**src/rtl/varredura_matriz.sv**
```systemverilog
// varredura_matriz -- column-scan driver for a 5x7 LED panel.
//
// Takes a 35-bit pixel frame and time-multiplexes it onto the panel. Only
// one column is lit at a time: each column is dark for BLANK cycles and then
// lit for DWELL cycles. The frame is copied into a local buffer once per
// scan, so a message can change mid-scan without tearing.
//
// Ports:
//   CLK        in   system clock, rising edge
//   RST_N      in   synchronous active-low reset
//   ENA        in   scan enable; low turns the panel dark
//   PIX[34:0]  in   pixel frame, bit (r-1)*7+(c-1) = row r, column c
//   COL_N[6:0] out  column strobes, active-low, at most one low
//   ROW[4:0]   out  row data for the strobed column, active-high
//   COL_IDX    out  current column counter, 0..6
//   FRAME_SYNC out  one-cycle pulse following each frame snapshot
module varredura_matriz #(
  parameter int unsigned DWELL = 5000,
  parameter int unsigned BLANK = 50
) (
  input  logic        CLK,
  input  logic        RST_N,
  input  logic        ENA,
  input  logic [34:0] PIX,
  output logic [6:0]  COL_N,
  output logic [4:0]  ROW,
  output logic [2:0]  COL_IDX,
  output logic        FRAME_SYNC
);

  localparam int unsigned MAXP = (DWELL > BLANK) ? DWELL : BLANK;
  localparam int unsigned CW   = (MAXP > 1) ? $clog2(MAXP) : 1;

  // The counter is loaded with N-1 and the phase ends when it reaches zero.
  // This gives exactly N cycles in the phase.
  localparam logic [CW-1:0] BLANK_LD = CW'(BLANK - 1);
  localparam logic [CW-1:0] DWELL_LD = CW'(DWELL - 1);

  typedef enum logic [1:0] {
    S_IDLE,
    S_BLANK,
    S_DRIVE
  } state_t;

  state_t        state_q;
  logic [CW-1:0] cnt_q;
  logic [2:0]    col_q;
  logic [34:0]   buf_q;
  logic          fs_q;
  logic [4:0]    row_bits;

  always_ff @(posedge CLK) begin
    if (!RST_N) begin
      state_q <= S_IDLE;
      cnt_q   <= '0;
      col_q   <= '0;
      buf_q   <= '0;
      fs_q    <= 1'b0;
    end else if (!ENA) begin
      // Disable takes priority over every phase transition, including the
      // frame wrap, so no snapshot is taken on the edge where ENA drops.
      state_q <= S_IDLE;
      cnt_q   <= '0;
      col_q   <= '0;
      fs_q    <= 1'b0;
    end else begin
      fs_q <= 1'b0;
      unique case (state_q)
        S_IDLE: begin
          state_q <= S_BLANK;
          cnt_q   <= BLANK_LD;
          col_q   <= '0;
          buf_q   <= PIX;
          fs_q    <= 1'b1;
        end
        S_BLANK: begin
          if (cnt_q == '0) begin
            state_q <= S_DRIVE;
            cnt_q   <= DWELL_LD;
          end else begin
            cnt_q <= cnt_q - 1'b1;
          end
        end
        S_DRIVE: begin
          if (cnt_q == '0) begin
            state_q <= S_BLANK;
            cnt_q   <= BLANK_LD;
            if (col_q == 3'd6) begin
              col_q <= '0;
              buf_q <= PIX;
              fs_q  <= 1'b1;
            end else begin
              col_q <= col_q + 3'd1;
            end
          end else begin
            cnt_q <= cnt_q - 1'b1;
          end
        end
        default: state_q <= S_IDLE;
      endcase
    end
  end

  // Pick out the five pixels of the current column from the buffer.
  for (genvar r = 0; r < 5; r++) begin : g_row
    assign row_bits[r] = buf_q[6'(r * 7) + {3'b000, col_q}];
  end

  always_comb begin
    COL_N = '1;
    ROW   = '0;
    if (state_q == S_DRIVE) begin
      COL_N = ~(7'd1 << col_q);
      ROW   = row_bits;
    end
  end

  assign COL_IDX    = col_q;
  assign FRAME_SYNC = fs_q;

endmodule
```
**config.mk**
```make
export PLATFORM = sky130hd
export DESIGN_NAME = varredura_matriz
export DESIGN_NICKNAME = d
export VERILOG_FILES = /design/src/rtl/varredura_matriz.sv
export SDC_FILE = /design/constraint.sdc
export NUM_CORES = 1
export LEC_CHECK = 0
export BUFFER_PORTS_ARGS = -buffer_cell sky130_fd_sc_hd__buf_4
export CORE_UTILIZATION = 55
export CTS_CLUSTER_DIAMETER = 60
export CTS_CLUSTER_SIZE = 20
export DETAILED_ROUTE_END_ITERATION = 16
export HOLD_SLACK_MARGIN = 0.02
export PLACE_DENSITY = 0.85
export SLEW_MARGIN = 20
export SYNTH_ARGS = -nofsm -noshare
export SYNTH_HDL_FRONTEND = slang
export SYNTH_SLANG_ARGS = --single-unit
```
**constraint.sdc**
```tcl
create_clock -name CLK -period 4.1 [get_ports CLK]
set_clock_uncertainty 0.05 [all_clocks]
set_input_delay 0.615 -clock CLK [delete_from_list [all_inputs] [get_ports CLK]]
set_output_delay 0.615 -clock CLK [all_outputs]
set_load 0.02 [all_outputs]
```
==> run_results.csv, run 1 <==
group,metric,value,unit
run_status,status,"completed",
timing,slew_headroom,0.435,
route,wirelength,7.12,mm
timing,finalHoldViolCount,0,
grt,grt-ovfl-total,0,
clocking,cts_tree,"yes",
worst_setup_path,criticalPathCategory,"reg -> out",
timing,layout_setup_ws,0.765,ns
timing,max_freq,300,MHz
worst_setup_path,end_kind,"output pin",
grt,grt_util_met2,0.440,
power_and_ir_drop,seqPwrFrac,0.519,
route,firstDrtPassIters,5,
run,drv_cap,0,
worst_setup_path,cp.required,3.43,ns
power_and_ir_drop,p_sw,0.299,mW
logic_synthesis,synth_area_per_cell,8.42,um2
grt,grt_usage,0.262,
worst_setup_path,arrival,2.67,ns
logic_synthesis,yosys.area.top_type_share,0.353,
timing,min_period,3.34,ns
power_and_ir_drop,total_power,1.12,mW
worst_setup_path,crit_path_cell_trace,"inv_1 -> ha_1 -> mux4_2 -> mux4_2 -> and2_1 -> buf_4",
cells_and_area,finish.net_count,456,
power_and_ir_drop,p_per_area,311,nW/um2
floorplan,die_w,76.7,um
clocking,clk_pin_slew,0.09,ns
clocking,cts.repair.resized,0,
route,via_per_inst,5.87,
cells_and_area,fin_util,0.688,
logic_synthesis,yosysMostFrequentCell,"nand2_1",
logic_synthesis,synth.area.mux_share,0.133,
grt,grt_max_degree,75,
clocking,cts_setup_buffers,0,
clocking,h-tree-depth,2,
route,wire_per_inst,15.0,um
clocking,clockRootBuffer,"clkbuf_8",
hold_path,min_path_type,"reg -> reg",
floorplan,ios,54,
logic_synthesis,synth_top_family_by_area,"simple AND/OR/NAND/NOR gates",
logic_synthesis,synth_fa_ha_area_frac,0.0612,
timing,timing.setup.tns,0,ns
grt,grt_pass1_vias,2703,
logic_synthesis,postSynth.asyncResetShare,0,
timing,final_max_slew_viol_count,0,
logic_synthesis,seq_area_frac_synth,0.353,
placement,dp_hpwl,5.04,mm
timing,rsz0062_at_grt,"false",
placement,io_buffers,53,
logic_synthesis,syn_nets,417,
logic_synthesis,synth_edf_count,0,
worst_setup_path,path_common_cell,"mux4_2",
logic_synthesis,ys_types,46,
worst_setup_path,start_kind,"flip-flop",
grt,top_usage_layer,"met2",
logic_synthesis,synthFlopType,"dfxtp_1",
cells_and_area,n_antenna_cell,0,
logic_synthesis,synth_compound_area_frac,0.163,
timing,worstMarginPinSlew,0.839,ns
timing,setup_viol,0,
logic_synthesis,synth_commonest_cells,"nand2_1 (62), dfxtp_1 (54), nand3_1 (47), o21ai_0 (42), nor2_1 (19)",
logic_synthesis,synth_top_cell_by_area,"dfxtp_1",
route,drc,0,
route,vias,2782,
clocking,cts_made_buffers,5,
floorplan,row_count,26,
floorplan,design.core.area,5240,um2
worst_setup_path,cp_slowest_stage_delay,0.56,ns
worst_setup_path,critPathLaunch,"COL_IDX[1]$_SDFFE_PN0P_",
logic_synthesis,synth_warnings,0,
logic_synthesis,synthSimpleGateAreaFrac,0.240,
route,drt_iter0_markers,175,
power_and_ir_drop,ir_worst_vdd,169,uV
cells_and_area,area_growth,17.6,%
cells_and_area,drive_gt1_frac,0.223,
clocking,insertion_delay,0.32,ns
clocking,cts_sinks,54,
worst_setup_path,reg2reg_from,"state_q[0]$_SDFFE_PN0P_",
worst_setup_path,cp_max_fo,9,
hold_path,min_from,"buf_q[24]$_SDFFE_PN0P_",
logic_synthesis,synth-seq-cells,54,
placement,pre_cts_ws,1.10,ns
clocking,cts_buffer_depth,2,
logic_synthesis,synth_xor_area_frac,0.00531,
power_and_ir_drop,internal_power,0.821,mW
placement,gp_congestion,0.854,
power_and_ir_drop,power.share.switching,0.267,
floorplan,die_h,76.7,um
timing,min_period_over_period,0.813,
route,drtAntennaViolNets,0,
floorplan,start_util,0.585,
power_and_ir_drop,clkPwrFrac,0.320,
power_and_ir_drop,power_frac_comb,0.161,
grt,grt_pass1_wl,12.4,mm
floorplan,dieArea,5880,um2
worst_setup_path,slowest_stage,"mux4_2",
logic_synthesis,syn-cell-area,3070,um2
clocking,holdBufCountCts,0,
grt,antenna_found_initial,0,
grt,gr-usage-met1,0.324,
grt,use_met3,0.0488,
logic_synthesis,synthCells,364,
logic_synthesis,yosys-top-cells-area,"dfxtp_1 (35%), mux4_2 (11%), nand3_1 (7.7%)",
power_and_ir_drop,leakage,1.45,nW
==> worst max-delay path, delay by kind of cell (launching register included) <==
kind	cells	cell delay (ns)
flip-flops	1	0.34
multiplexers	2	1.03
AND/OR/NAND/NOR	1	0.19
buffers and inverters	2	0.26
adder cells (fa/ha/maj)	1	0.55
==> cell type report <==
class                           instances  area (um2)
Clock inverter                          2        37.5
Multi-Input combinational cell        275        1860
Timing Repair Buffer                   58         435
Inverter                                9        33.8
Fill cell                             423        1630
Sequential cell                        54        1080
Tap cell                               70        87.6
Clock buffer                            6        72.6
==> routing by layer <==
layer | vias up | wire length (um)
met1 | 1265 | 3090
met5 | - | 0
met3 | 17 | 379
li1 | 1391 | -
met2 | 109 | 3510
met4 | 0 | 141
==> through the flow <==
step / cells / hold slack [ns] / instance area (um2)
final: 474 / 0.430 / 3600
after global routing: 474 / 0.465 / 3600
after CTS: 474 / 0.434 / 3600
after detailed placement: 466 / 0.422 / 3490
after global placement: 466 / 0.418 / 3490
after floorplan: 364 / 0.388 / 3070
==> layout by cell type (no fill, tap or decap), types with 2 or more instances in the layout <==
master and count:
nand2b_1 3, clkbuf_8 5, ha_1 15, nor3_1 4, buf_4 58, or3_1 2
o21a_1 3, dfxtp_1 54, o22ai_1 2, mux2i_1 6, a31oi_1 7, or2_2 2
mux4_2 15, and2_1 3, a21o_1 5, o311ai_0 2, o211ai_1 3, nand3_1 47
nor2_1 19, nor2b_1 3, a21oi_1 8, nand2_1 62, inv_1 9, o21ai_0 42
nand4_1 3
==> power groups by stage <==
stage	logic (mW)	clock network [mW]	registers (mW)
after floorplan	0.124	0	0.584
after global placement	0.174	0	0.592
after detailed placement	0.179	0	0.593
after CTS	0.180	0.363	0.581
after global routing	0.203	0.381	0.585
final	0.180	0.359	0.581
==> flip-flops by register name, summed over array words and instances (netlist names) <==
name and flops:
COL_IDX 3, FRAME_SYNC 1, buf_q 35, cnt_q 13, state_q 2
==> kinds of logic (layout without fill, tap and decap cells) <==
logic type | after synthesis | count (layout)
AND/OR/NAND/NOR | 155 | 155
AO/OA/AOI/OAI | 82 | 82
flip-flops | 54 | 54
buffers and inverters | 35 | 75
multiplexers | 22 | 22
adder cells (fa/ha/maj) | 15 | 15
XOR/XNOR | 1 | 1
==> worst paths after layout <==
check	end	slack [ns]	depth (start not counted)
hold reg to reg	buf_q[24]$_SDFFE_PN0P_	0.43	2
setup reg to reg	buf_q[26]$_SDFFE_PN0P_	1.71	7
setup / recovery	ROW[3]	0.76	6
hold / removal	buf_q[24]$_SDFFE_PN0P_	0.43	2
(Power assumes the default switching activity.)
==> inputs of run 2 (changes only) <==
--- a/config.mk
+++ b/config.mk
@@ -5,13 +5,14 @@
 export SDC_FILE = /design/constraint.sdc
 export NUM_CORES = 1
 export LEC_CHECK = 0
+export ABC_AREA = 1
 export BUFFER_PORTS_ARGS = -buffer_cell sky130_fd_sc_hd__buf_4
-export CORE_UTILIZATION = 55
+export CORE_UTILIZATION = 52
 export CTS_CLUSTER_DIAMETER = 60
 export CTS_CLUSTER_SIZE = 20
 export DETAILED_ROUTE_END_ITERATION = 16
 export HOLD_SLACK_MARGIN = 0.02
-export PLACE_DENSITY = 0.85
+export PLACE_DENSITY = 0.83
 export SLEW_MARGIN = 20
 export SYNTH_ARGS = -nofsm -noshare
 export SYNTH_HDL_FRONTEND = slang
==> constraint.sdc (replaced) <==
create_clock -name CLK -period 2.75 [get_ports CLK]
set_clock_uncertainty 0.05 [all_clocks]
set_input_delay 0.4125 -clock CLK [delete_from_list [all_inputs] [get_ports CLK]]
set_output_delay 0.4125 -clock CLK [all_outputs]
set_load 0.02 [all_outputs]
==> run 2 against run 1 <==
Synthesized cell count rose by 44%. Via count rose by 25%. Clock power rose by 51%. Die area rose by 19%. Power rose by 65%. Largest cell class unchanged.
==> run_results.csv, run 2 <==
group,metric,value,unit
worst_setup_path,arrival,2.11,ns
logic_synthesis,synth_commonest_cells,"nand2_1 (108), nor2_1 (74), a21oi_1 (67), dfxtp_1 (54), inv_1 (45)",
worst_setup_path,start_kind,"flip-flop",
power_and_ir_drop,p_sw,0.566,mW
timing,timing.setup.tns,0,ns
grt,grt_usage,0.237,
cells_and_area,n_antenna_cell,0,
logic_synthesis,yosysMostFrequentCell,"nand2_1",
logic_synthesis,synth_warnings,0,
grt,grt_pass1_wl,13.8,mm
clocking,insertion_delay,0.32,ns
floorplan,design.core.area,6390,um2
timing,worstMarginPinSlew,0.827,ns
grt,antenna_found_initial,0,
hold_path,min_from,"PIX[19]",
logic_synthesis,synthFlopType,"dfxtp_1",
logic_synthesis,synth_fa_ha_area_frac,0.0540,
grt,grt_max_degree,67,
grt,grt_pass1_vias,3041,
timing,max_freq,388,MHz
power_and_ir_drop,power.share.switching,0.306,
route,drt_iter0_markers,260,
run_status,status,"completed",
cells_and_area,largest_register_ffs,35,
logic_synthesis,syn-cell-area,3470,um2
logic_synthesis,synth_edf_count,0,
route,drc,0,
cells_and_area,drive_gt1_frac,0.149,
hold_path,min_path_type,"in -> reg",
timing,finalHoldViolCount,0,
power_and_ir_drop,total_power,1.85,mW
worst_setup_path,reg2reg_from,"cnt_q[0]$_SDFFE_PN0P_",
worst_setup_path,slowest_stage,"dfxtp_1",
logic_synthesis,syn_nets,578,
route,wirelength,8.37,mm
floorplan,dieArea,7010,um2
worst_setup_path,critPathLaunch,"COL_IDX[0]$_SDFFE_PN0P_",
power_and_ir_drop,clkPwrFrac,0.292,
route,via_per_inst,5.41,
logic_synthesis,synth-seq-cells,54,
cells_and_area,top_register,"buf_q",
logic_synthesis,synth.area.mux_share,0,
placement,gp_congestion,0.886,
cells_and_area,area_growth,15.5,%
cells_and_area,fillCellCount,574,
clocking,h-tree-depth,2,
logic_synthesis,yosys.area.top_type_share,0.311,
route,firstDrtPassIters,4,
timing,min_period,2.57,ns
floorplan,die_w,83.7,um
worst_setup_path,cp_max_fo,33,
logic_synthesis,yosys-top-cells-area,"dfxtp_1 (31%), nand2_1 (12%), a21oi_1 (9.7%)",
run,drv_cap,0,
timing,setup_viol,0,
floorplan,die_h,83.7,um
timing,slew_headroom,0.447,
logic_synthesis,seq_area_frac_synth,0.311,
route,wire_per_inst,13.0,um
clocking,cts_made_buffers,5,
cells_and_area,design_area,4010,um2
floorplan,row_count,29,
timing,holdWs,0.342,ns
logic_synthesis,ys_types,30,
clocking,cts_sinks,54,
placement,dp_hpwl,5.84,mm
clocking,holdBufCountCts,0,
worst_setup_path,cp.required,2.29,ns
power_and_ir_drop,power_frac_comb,0.233,
power_and_ir_drop,internal_power,1.29,mW
clocking,cts_buffer_depth,2,
logic_synthesis,synth_xor_area_frac,0.0177,
timing,final_max_slew_viol_count,0,
placement,place_area,3890,um2
worst_setup_path,cp_slowest_stage_delay,0.34,ns
route,drtAntennaViolNets,0,
logic_synthesis,synth_area_per_cell,6.62,um2
power_and_ir_drop,seqPwrFrac,0.475,
logic_synthesis,synth_top_cell_by_area,"dfxtp_1",
worst_setup_path,criticalPathCategory,"reg -> out",
power_and_ir_drop,leakage,1.82,nW
clocking,clk_pin_slew,0.11,ns
worst_setup_path,crit_path_cell_trace,"inv_1 -> buf_4 -> ha_1 -> xnor2_1 -> inv_1 -> nand3_1 -> o21ai_0 -> nand2_1 -> nand2_1 -> nor2_1 -> buf_4",
timing,rsz0062_at_grt,"false",
grt,grt-ovfl-total,0,
logic_synthesis,synth_top_family_by_area,"simple AND/OR/NAND/NOR gates",
power_and_ir_drop,ir_worst_vdd,299,uV
clocking,clockRootBuffer,"clkbuf_8",
clocking,cts_tree,"yes",
floorplan,start_util,0.544,
logic_synthesis,synthSimpleGateAreaFrac,0.329,
logic_synthesis,synthCells,525,
cells_and_area,layout_common_cells,"nand2_1 (108), nor2_1 (74), a21oi_1 (67), buf_4 (60), dfxtp_1 (54)",
logic_synthesis,synth_compound_area_frac,0.189,
power_and_ir_drop,p_per_area,462,nW/um2
cells_and_area,mostFrequentLayoutCell,"nand2_1",
route,vias,3472,
placement,io_buffers,53,
worst_setup_path,end_kind,"output pin",
logic_synthesis,postSynth.asyncResetShare,0,
timing,min_period_over_period,0.936,
cells_and_area,finish.net_count,617,
floorplan,ios,54,
run 2: kinds of logic (layout without fill, tap and decap cells):
| logic type | after synthesis | after routing |
|---|---|---|
| AND/OR/NAND/NOR | 251 | 251 |
| AO/OA/AOI/OAI | 122 | 122 |
| flip-flops | 54 | 54 |
| adder cells (fa/ha/maj) | 15 | 15 |
| buffers and inverters | 76 | 116 |
| XOR/XNOR | 7 | 7 |
run 2: path summary, 6_finish.rpt:
check                           endpoint  slack [ns]  cells past startpoint
setup / recovery                  ROW[1]        0.18                     11
setup reg to reg   buf_q[7]$_SDFFE_PN0P_        0.42                     10
hold reg to reg   buf_q[33]$_SDFFE_PN0P_        0.44                      2
hold / removal    buf_q[19]$_SDFFE_PN0P_        0.34                      4
run 2: cell type report:
type / instances / area, um2 / share of cell area
multi-input combinational: 395 / 2060 / 0.513
sequential: 54 / 1080 / 0.270
timing repair buffer: 62 / 490 / 0.122
inverter: 46 / 176 / 0.0440
tap: 77 / 96.3 / 0.0240
clock buffer: 5 / 68.8 / 0.0172
clock inverter: 3 / 40.0 / 0.00998
run 2: critical path, delay by kind of cell (launching register included):
family                     cells  cell delay [ns]
AOI/OAI and AO/OA              1             0.08
buffers and inverters          4             0.53
xor gates and xnor gates       1             0.26
DFF                            1             0.34
adders and majority gates      1             0.25
and+or+nand+nor                4             0.31
run 2: stage by stage:
| stage | cells | worst slack [ns] | util |
|---|---|---|---|
| 2_1_floorplan | 525 | 0.00924 | - |
| 3_3_place_gp | 633 | 0.522 | 0.609 |
| 3_5_place_dp | 633 | 0.434 | 0.609 |
| 4_1_cts | 641 | 0.0546 | 0.626 |
| 5_1_grt | 642 | 0.00146 | 0.628 |
| 6_report | 642 | 0.176 | 0.628 |
run 2: repair_timing:
action	in CTS	in global routing
gates resized for setup	0	2
buffers inserted	0	1
endpoints found under the hold margin	0	0
setup endpoints to repair	0	2
run 2: layer usage:
layer | track usage | share of wire | up-vias
met2 | 0.376 | 0.46 | 105
met3 | 0.0406 | 0.051 | 10
met5 | 0 | 0 | -
met4 | 0.0709 | 0.018 | 0
li1 | - | - | 1784
met1 | 0.331 | 0.47 | 1573
run 2: power by group through the flow:
stage	Clock [mW]	Combinational, mW	Sequential [mW]
after floorplan	0	0.330	0.887
after global placement	0	0.414	0.895
after detailed placement	0	0.426	0.897
after CTS	0.544	0.428	0.879
after global routing	0.580	0.487	0.887
final	0.541	0.432	0.881
